--- src/rtl/multicycle_sequencer.sv ---
// Multi-cycle RV32 control sequencer: walks one instruction through
// FETCH, DECODE, EXEC, MEM and WB over a single shared memory port and
// decodes per-state datapath controls from the state and latched op class.
module multicycle_sequencer #(
  parameter int unsigned MEM_WAIT_MAX = 15,
  parameter int unsigned CNT_W        = 8
) (
  input  logic       clk,
  input  logic       rst_n,
  input  logic       start,
  input  logic [6:0] opcode,
  input  logic       br_taken,
  input  logic       mem_ready,
  output logic       mem_req,
  output logic       mem_we,
  output logic       ir_we,
  output logic       pc_we,
  output logic       pc_sel,
  output logic       rf_we,
  output logic       alusrc,
  output logic [1:0] aluop,
  output logic       memreg,
  output logic       instr_done,
  output logic [2:0] state,
  output logic       illegal,
  output logic       timeout_err
);

  typedef enum logic [2:0] {
    S_IDLE   = 3'd0,
    S_FETCH  = 3'd1,
    S_DECODE = 3'd2,
    S_EXEC   = 3'd3,
    S_MEM    = 3'd4,
    S_WB     = 3'd5,
    S_HALT   = 3'd6
  } state_e;

  typedef enum logic [2:0] {
    CLS_NONE = 3'd0,
    CLS_R    = 3'd1,
    CLS_I    = 3'd2,
    CLS_LD   = 3'd3,
    CLS_ST   = 3'd4,
    CLS_BR   = 3'd5
  } cls_e;

  // Last count value before the limit; a wait cycle seen here times out.
  localparam logic [CNT_W-1:0] WaitLast = CNT_W'(MEM_WAIT_MAX - 1);

  state_e            state_q, state_d;
  cls_e              cls_q, cls_d;
  logic [CNT_W-1:0]  cnt_q, cnt_d;
  logic              illegal_q, illegal_d;
  logic              tmo_q, tmo_d;
  logic              retire_go;

  assign state       = state_q;
  assign illegal     = illegal_q;
  assign timeout_err = tmo_q;
  assign retire_go   = start;

  // State, op class, wait counter and sticky error flags.
  always_ff @(posedge clk or negedge rst_n) begin
    if (!rst_n) begin
      state_q   <= S_IDLE;
      cls_q     <= CLS_NONE;
      cnt_q     <= '0;
      illegal_q <= 1'b0;
      tmo_q     <= 1'b0;
    end else begin
      state_q   <= state_d;
      cls_q     <= cls_d;
      cnt_q     <= cnt_d;
      illegal_q <= illegal_d;
      tmo_q     <= tmo_d;
    end
  end

  // Next-state logic and per-state control decode.
  always_comb begin
    state_d    = state_q;
    cls_d      = cls_q;
    cnt_d      = cnt_q;
    illegal_d  = illegal_q;
    tmo_d      = tmo_q;
    mem_req    = 1'b0;
    mem_we     = 1'b0;
    ir_we      = 1'b0;
    pc_we      = 1'b0;
    pc_sel     = 1'b0;
    rf_we      = 1'b0;
    alusrc     = 1'b0;
    aluop      = 2'b00;
    memreg     = 1'b0;
    instr_done = 1'b0;

    case (state_q)
      S_IDLE: begin
        if (start) begin
          state_d = S_FETCH;
          cnt_d   = '0;
        end
      end

      S_FETCH: begin
        mem_req = 1'b1;
        if (mem_ready) begin
          ir_we   = 1'b1;
          cnt_d   = '0;
          state_d = S_DECODE;
        end else if (cnt_q == WaitLast) begin
          tmo_d   = 1'b1;
          state_d = S_HALT;
        end else begin
          cnt_d = cnt_q + 1'b1;
        end
      end

      S_DECODE: begin
        state_d = S_EXEC;
        case (opcode)
          7'h33:   cls_d = CLS_R;
          7'h13:   cls_d = CLS_I;
          7'h03:   cls_d = CLS_LD;
          7'h23:   cls_d = CLS_ST;
          7'h63:   cls_d = CLS_BR;
          default: begin
            illegal_d = 1'b1;
            state_d   = S_HALT;
          end
        endcase
      end

      S_EXEC: begin
        case (cls_q)
          CLS_R: begin
            aluop   = 2'b10;
            state_d = S_WB;
          end
          CLS_I: begin
            alusrc  = 1'b1;
            aluop   = 2'b10;
            state_d = S_WB;
          end
          CLS_LD, CLS_ST: begin
            alusrc  = 1'b1;
            cnt_d   = '0;
            state_d = S_MEM;
          end
          CLS_BR: begin
            aluop      = 2'b01;
            pc_we      = 1'b1;
            pc_sel     = br_taken;
            instr_done = 1'b1;
            cnt_d      = '0;
            state_d    = retire_go ? S_FETCH : S_IDLE;
          end
          default: state_d = S_HALT;
        endcase
      end

      S_MEM: begin
        mem_req = 1'b1;
        mem_we  = (cls_q == CLS_ST);
        alusrc  = 1'b1;
        if (mem_ready) begin
          cnt_d = '0;
          if (cls_q == CLS_ST) begin
            pc_we      = 1'b1;
            instr_done = 1'b1;
            state_d    = retire_go ? S_FETCH : S_IDLE;
          end else begin
            state_d = S_WB;
          end
        end else if (cnt_q == WaitLast) begin
          tmo_d   = 1'b1;
          state_d = S_HALT;
        end else begin
          cnt_d = cnt_q + 1'b1;
        end
      end

      S_WB: begin
        rf_we      = 1'b1;
        memreg     = (cls_q == CLS_LD);
        pc_we      = 1'b1;
        instr_done = 1'b1;
        cnt_d      = '0;
        state_d    = retire_go ? S_FETCH : S_IDLE;
      end

      S_HALT: state_d = S_HALT;

      default: state_d = S_HALT;
    endcase
  end

endmodule
--- config.mk ---
export PLATFORM = sky130hd
export DESIGN_NAME = multicycle_sequencer
export DESIGN_NICKNAME = d
export VERILOG_FILES = /design/src/rtl/multicycle_sequencer.sv
export SDC_FILE = /design/constraint.sdc
export NUM_CORES = 1
export LEC_CHECK = 0
export BUFFER_PORTS_ARGS = -buffer_cell sky130_fd_sc_hd__buf_2
export CORE_UTILIZATION = 47
export CTS_BUF_LIST = sky130_fd_sc_hd__clkbuf_16
export DETAILED_ROUTE_END_ITERATION = 6
export PLACE_DENSITY = 0.74
export SLEW_MARGIN = 20
export SYNTH_ARGS = -nofsm -noshare
export SYNTH_HDL_FRONTEND = slang
export SYNTH_SLANG_ARGS = --single-unit
--- constraint.sdc ---
create_clock -name clk -period 1.95 [get_ports clk]
set_input_delay 0.4875 -clock clk [delete_from_list [all_inputs] [get_ports clk]]
set_output_delay 0.4875 -clock clk [all_outputs]
set_load 0.05 [all_outputs]
======== After elaboration in Yosys (flattened, before gate mapping) ========
Cells that the tools add are included.
word-level totals
  register bits after elaboration ......... 16
  output and inout port bits .............. 16
operators by class
  add/sub/neg operators ................... 1
  eq/ne operators ......................... 19
  muxes and demuxes ....................... 31
  bitwise gates (word level) .............. 2
  reductions and logical operators ........ 13
operators with widths
  kind                   number
  $mux W8                4
  $pmux W8 S4            1
  $mux W3                6
  $pmux W3 S6            1
  $pmux W3 S5            1
  $eq A7 B6 Y1 const B   2
  $mux W1                13
  $eq A3 B2 Y1 const B   4
  $eq A3 B3 Y1 const B   4
  $pmux W3 S3            1
  $add A8 B1 Y8 const B  1
  $eq A8 B4 Y1 const B   1
  $eq A7 B2 Y1 const B   1
  $eq A7 B5 Y1 const B   1
  $eq A7 B7 Y1 const B   1
  $eq A3 B1 Y1 const B   2
  $reduce_or A2 Y1       3
  $reduce_or A3 Y1       2
  $reduce_bool A5 Y1     1
  $reduce_or A5 Y1       1
  $ne A2 B2 Y1 const B   2
  $pmux W2 S2            1
  $reduce_and A2 Y1      2
  $reduce_and A4 Y1      1
  other kinds (8)        9

======== Longest topological paths before layout ========
  word-level depth ........................ 4
  depth in mapped cells ................... 6
  gate-level depth less buffers ........... 6

======== Worst setup path before layout ========
No wires, ideal clock.
  path kind ............................... reg-to-output
  start point ............................. register state_q[0] (netlist: state[0])
  end point ............................... output pc_we
  arrival time ............................ 3.230 ns
  setup slack ............................. -1.768 ns
  stages on the path, launching flop included .. 6
  path through ............................ dfrtp_1 -> clkbuf_1 -> or3b_1 -> nor3_1 -> a211o_1 -> buf_4
between the ends
  cells in the longest elaborated chain, start to end .. 2
  elaborated cells on any way between the ends .. 4
  those cells by class .................... eq/ne (3); mux (1)
RTL lines
  element                                       RTL line  text
  start: declaration                            51        state_e state_q, state_d;
  start signal: assignment                      72        state_q <= state_d;
  $eq A3 B3 Y1 or $eq A3 B2 Y1 (tied branches)  --
  $pmux W1 S3 (*)                               --
  end: declaration                              17        output logic pc_we,
Every way passes the cells marked *; elsewhere a longest branch is shown, timed or not.

======== Worst setup path after layout ========
  start point ............................. register state_q[0] (netlist: state[0])
  end point ............................... output pc_we
between the ends
  cells in the longest elaborated chain, start to end .. 2
  elaborated cells on any way between the ends .. 4
  those cells by class .................... eq/ne (3); mux (1)
RTL lines
  element                                       RTL line  text
  $eq A3 B3 Y1 or $eq A3 B2 Y1 (tied branches)  98        case (state_q)
  $pmux W1 S3 (*)                               98
Marked as above.

==> impl_metrics.ini <==
[floorplan]
die_x_um = 51.76
die_h_um = 51.76
coreArea_mm2 = 0.002276
design.die.area_mm2 = 0.002679
initial_core_util = 0.5113
io_pins = 28
rows = 17

[yosys]
ys_ff_latch = 16
synth_edf_count = 0
async_flop_share = 1.000
syn_inst = 133
yosysTopAreaCell = dfrtp_1
synthSimpleGateAreaFrac = 0.2667
syn_avg_cell_area_um2 = 8.749
synth_area_mm2 = 0.001164
synth-adder-area-share = 0.02151
synth.area.top_cells = dfrtp_1 (34%), a21oi_1 (3.9%), o21bai_1 (3.9%)
synth_top_area_share = 0.3441
synth_top_family_by_area = simple AND/OR/NAND/NOR gates
yosys_warnings = 0
ys.flop_type = dfrtp_1
synth_mux_area_frac = 0.03548
synth-seq-area-share = 0.3441
synth_cell_types = 47
synth_compound_area_frac = 0.2398
synth_nets = 147
synthXorXnorAreaFrac = 0.02258

[global_routing]
grt_max_degree = 17
first_global_vias = 1166
grt_overflow = 0
antenna_found_initial = 0
track_usage = 0.2607
grt_pass1_wl_um = 5112

[route]
antenna_left = 0
vias = 1227
routed_via_density = 5.985
drcViolationCount = 0
drt-pass1-iter-count = 4
drt-total-wl_um = 3171
route.detailed.wl_per_inst_um = 15.47
first_iter_violations = 43

[setup_path]
crit_arrival_ns = 1.57
startpoint = state[0]$_DFFE_PN0N_
critPathRequiredTime_ns = 1.46
critical_path.startpoint_type = register
critPathMaxFanout = 5
cp-end-kind = output pin
reg2reg_from = state[1]$_DFFE_PN0N_
crit_type = register to output pin

[cts]
cts.path.max_buffers = 2
clkLatencyLatePin_ns = 0.25
cts_root_buf = clkbuf_16
cts_buffers = 3
ctsHoldBuffers = 0
clock-sinks = 16
cts_tree = done
clk_pin_slew_ns = 0.05
htreeDepth = 1

[sta]
hold_viol = 0
post-route-period-util = 1.055
final.setup_skew_ns = 0.003533
relSlewSlack = 0.6103
layout_setup_ws_ns = -0.1079
max_freq_mhz = 485.9
fin_setup_tns_ns = -0.4411
final_max_slew_viol_count = 0
worst_pin_slew_ns = 0.5803
period_minus_slack_ns = 2.058
timing.hold.ws_ns = 0.1491
setup-violations-final = 6
rsz0062_at_grt = yes

[final_layout]
syn_to_final_growth_pct = 49.36
final_cells = 205
drive_gt1_frac = 0.4520
nNetsFinal = 192
antenna_cells = 0

[pwr]
p_clk_frac = 0.149
p_seq_frac = 0.183
ir_worst_vdd_uv = 1075
power.share.combinational = 0.668
power_w = 0.002776
switching_share = 0.4745
powerDensity_mw_per_mm2 = 1597
switching_power_w = 0.001317
intPower_w = 0.001458
p_leak_nw = 0.7370

[job]
maxCapViolCount = 0

[outcome]
violations = negative setup slack
status = complete, but fails checks

[placement]
gp_congestion = 0.9080
hpwlAfterDp_um = 2208
dpl_worst_slack_ns = 0.07826
io_buffers = 27
placedCellCount = 195

[worst_hold_path]
hold_class = input port to async pin
==> synth_stat cells, drive strengths merged (3+ instances only) <==
cell,number
o21bai,6
buf,4
mux2i,3
a21oi,9
xnor2,3
nand3,3
nor2,8
nor4,3
a211o,3
a211oi,3
clkbuf,4
nand2b,3
nor2b,3
inv,11
o21ai,8
or4,3
dfrtp,16
nor3,6
o22ai,3
nand2,6
==> placed cells by master, fill, tap and decap left out, types with 3 or more instances in the layout <==
cell type  count
inv_1          8
nor2_1         6
o22ai_1        3
nand2_1        5
nor3_4         3
buf_2         19
a21oi_1        8
clkbuf_16      3
mux2i_1        3
or4_1          3
buf_8          3
nand3_1        3
buf_6          5
o21ai_1        5
dfrtp_1       13
o21ai_0        3
dfrtp_2        3
o21bai_1       6
buf_4         21
==> cell type report <==
type	instances	area (um^2)
flip-flops and latches	16	404.1
clock buffers	3	75.07
inverters	11	45.04
well taps	28	35.03
multi-input cells	98	820.8
fillers	154	538.0
clock inverters	1	3.754
repair buffers	48	354.1
==> metal layers <==
layer  routed length [um]  global-route usage  part of all wire  up-vias
met4                   76              0.1351             0.024        0
met3                  157             0.02924             0.050       10
li1                     -                   -                 -      582
met1                 1453              0.3358              0.46      593
met2                 1484              0.4286              0.47       42
met5                    0                   0                 0        -
==> power groups by stage <==
stage | clock network [W] | registers [W] | logic (W)
floorplan | 0 | 0.000587 | 0.00105
global placement | 0 | 0.000491 | 0.00146
detailed placement | 0 | 0.000504 | 0.00149
CTS | 0.000417 | 0.000495 | 0.00165
global route | 0.000426 | 0.000519 | 0.00199
finish | 0.000413 | 0.000509 | 0.00185
==> final timing paths <==
kind,to,slack [ns],depth (start not counted)
setup / recovery,pc_we,-0.11,4
hold / removal,cnt_q[5]$_DFFE_PN0P_,0.15,1
setup reg to reg,cnt_q[6]$_DFFE_PN0P_,0.01,6
hold reg to reg,timeout_err$_DFFE_PN0P_,0.45,1
max in group asynchronous,state[2]$_DFFE_PN0N_,1.51,1
min in group clk,timeout_err$_DFFE_PN0P_,0.45,1
==> worst max-delay path: stages, from the launching register on <==
cell and delay (ns):
dfrtp_2 0.43, or3b_4 0.43, nor3_4 0.14, a211o_4 0.18
buf_8 0.14
==> stage by stage <==
stage | instance area (um^2) | util
global route | 1738 | 0.7636
detailed placement | 1480 | 0.6504
floorplan | 1255 | -
global placement | 1480 | 0.6504
CTS | 1643 | 0.7218
finish | 1738 | 0.7636
==> flip-flops by register name (all words and copies together) (netlist names) <==
signal       cells
cls_q            3
cnt_q            8
illegal          1
state            3
timeout_err      1
==> logic make-up after synthesis <==
| logic type | count (synthesis) |
|---|---|
| xor+xnor | 3 |
| compound gates | 41 |
| flops | 16 |
| buf+inv | 19 |
| mux | 4 |
| fa+ha+maj | 2 |
| simple gates | 48 |
==> timing repair <==
| action | 4_1_cts | 5_1_grt |
|---|---|---|
| setup buffers | 4 | 2 |
| endpoints found under the setup margin | 7 | 15 |
| gates resized for setup | 16 | 19 |
| pin swaps | 1 | 5 |
Power figures use the tool's default switching activity.
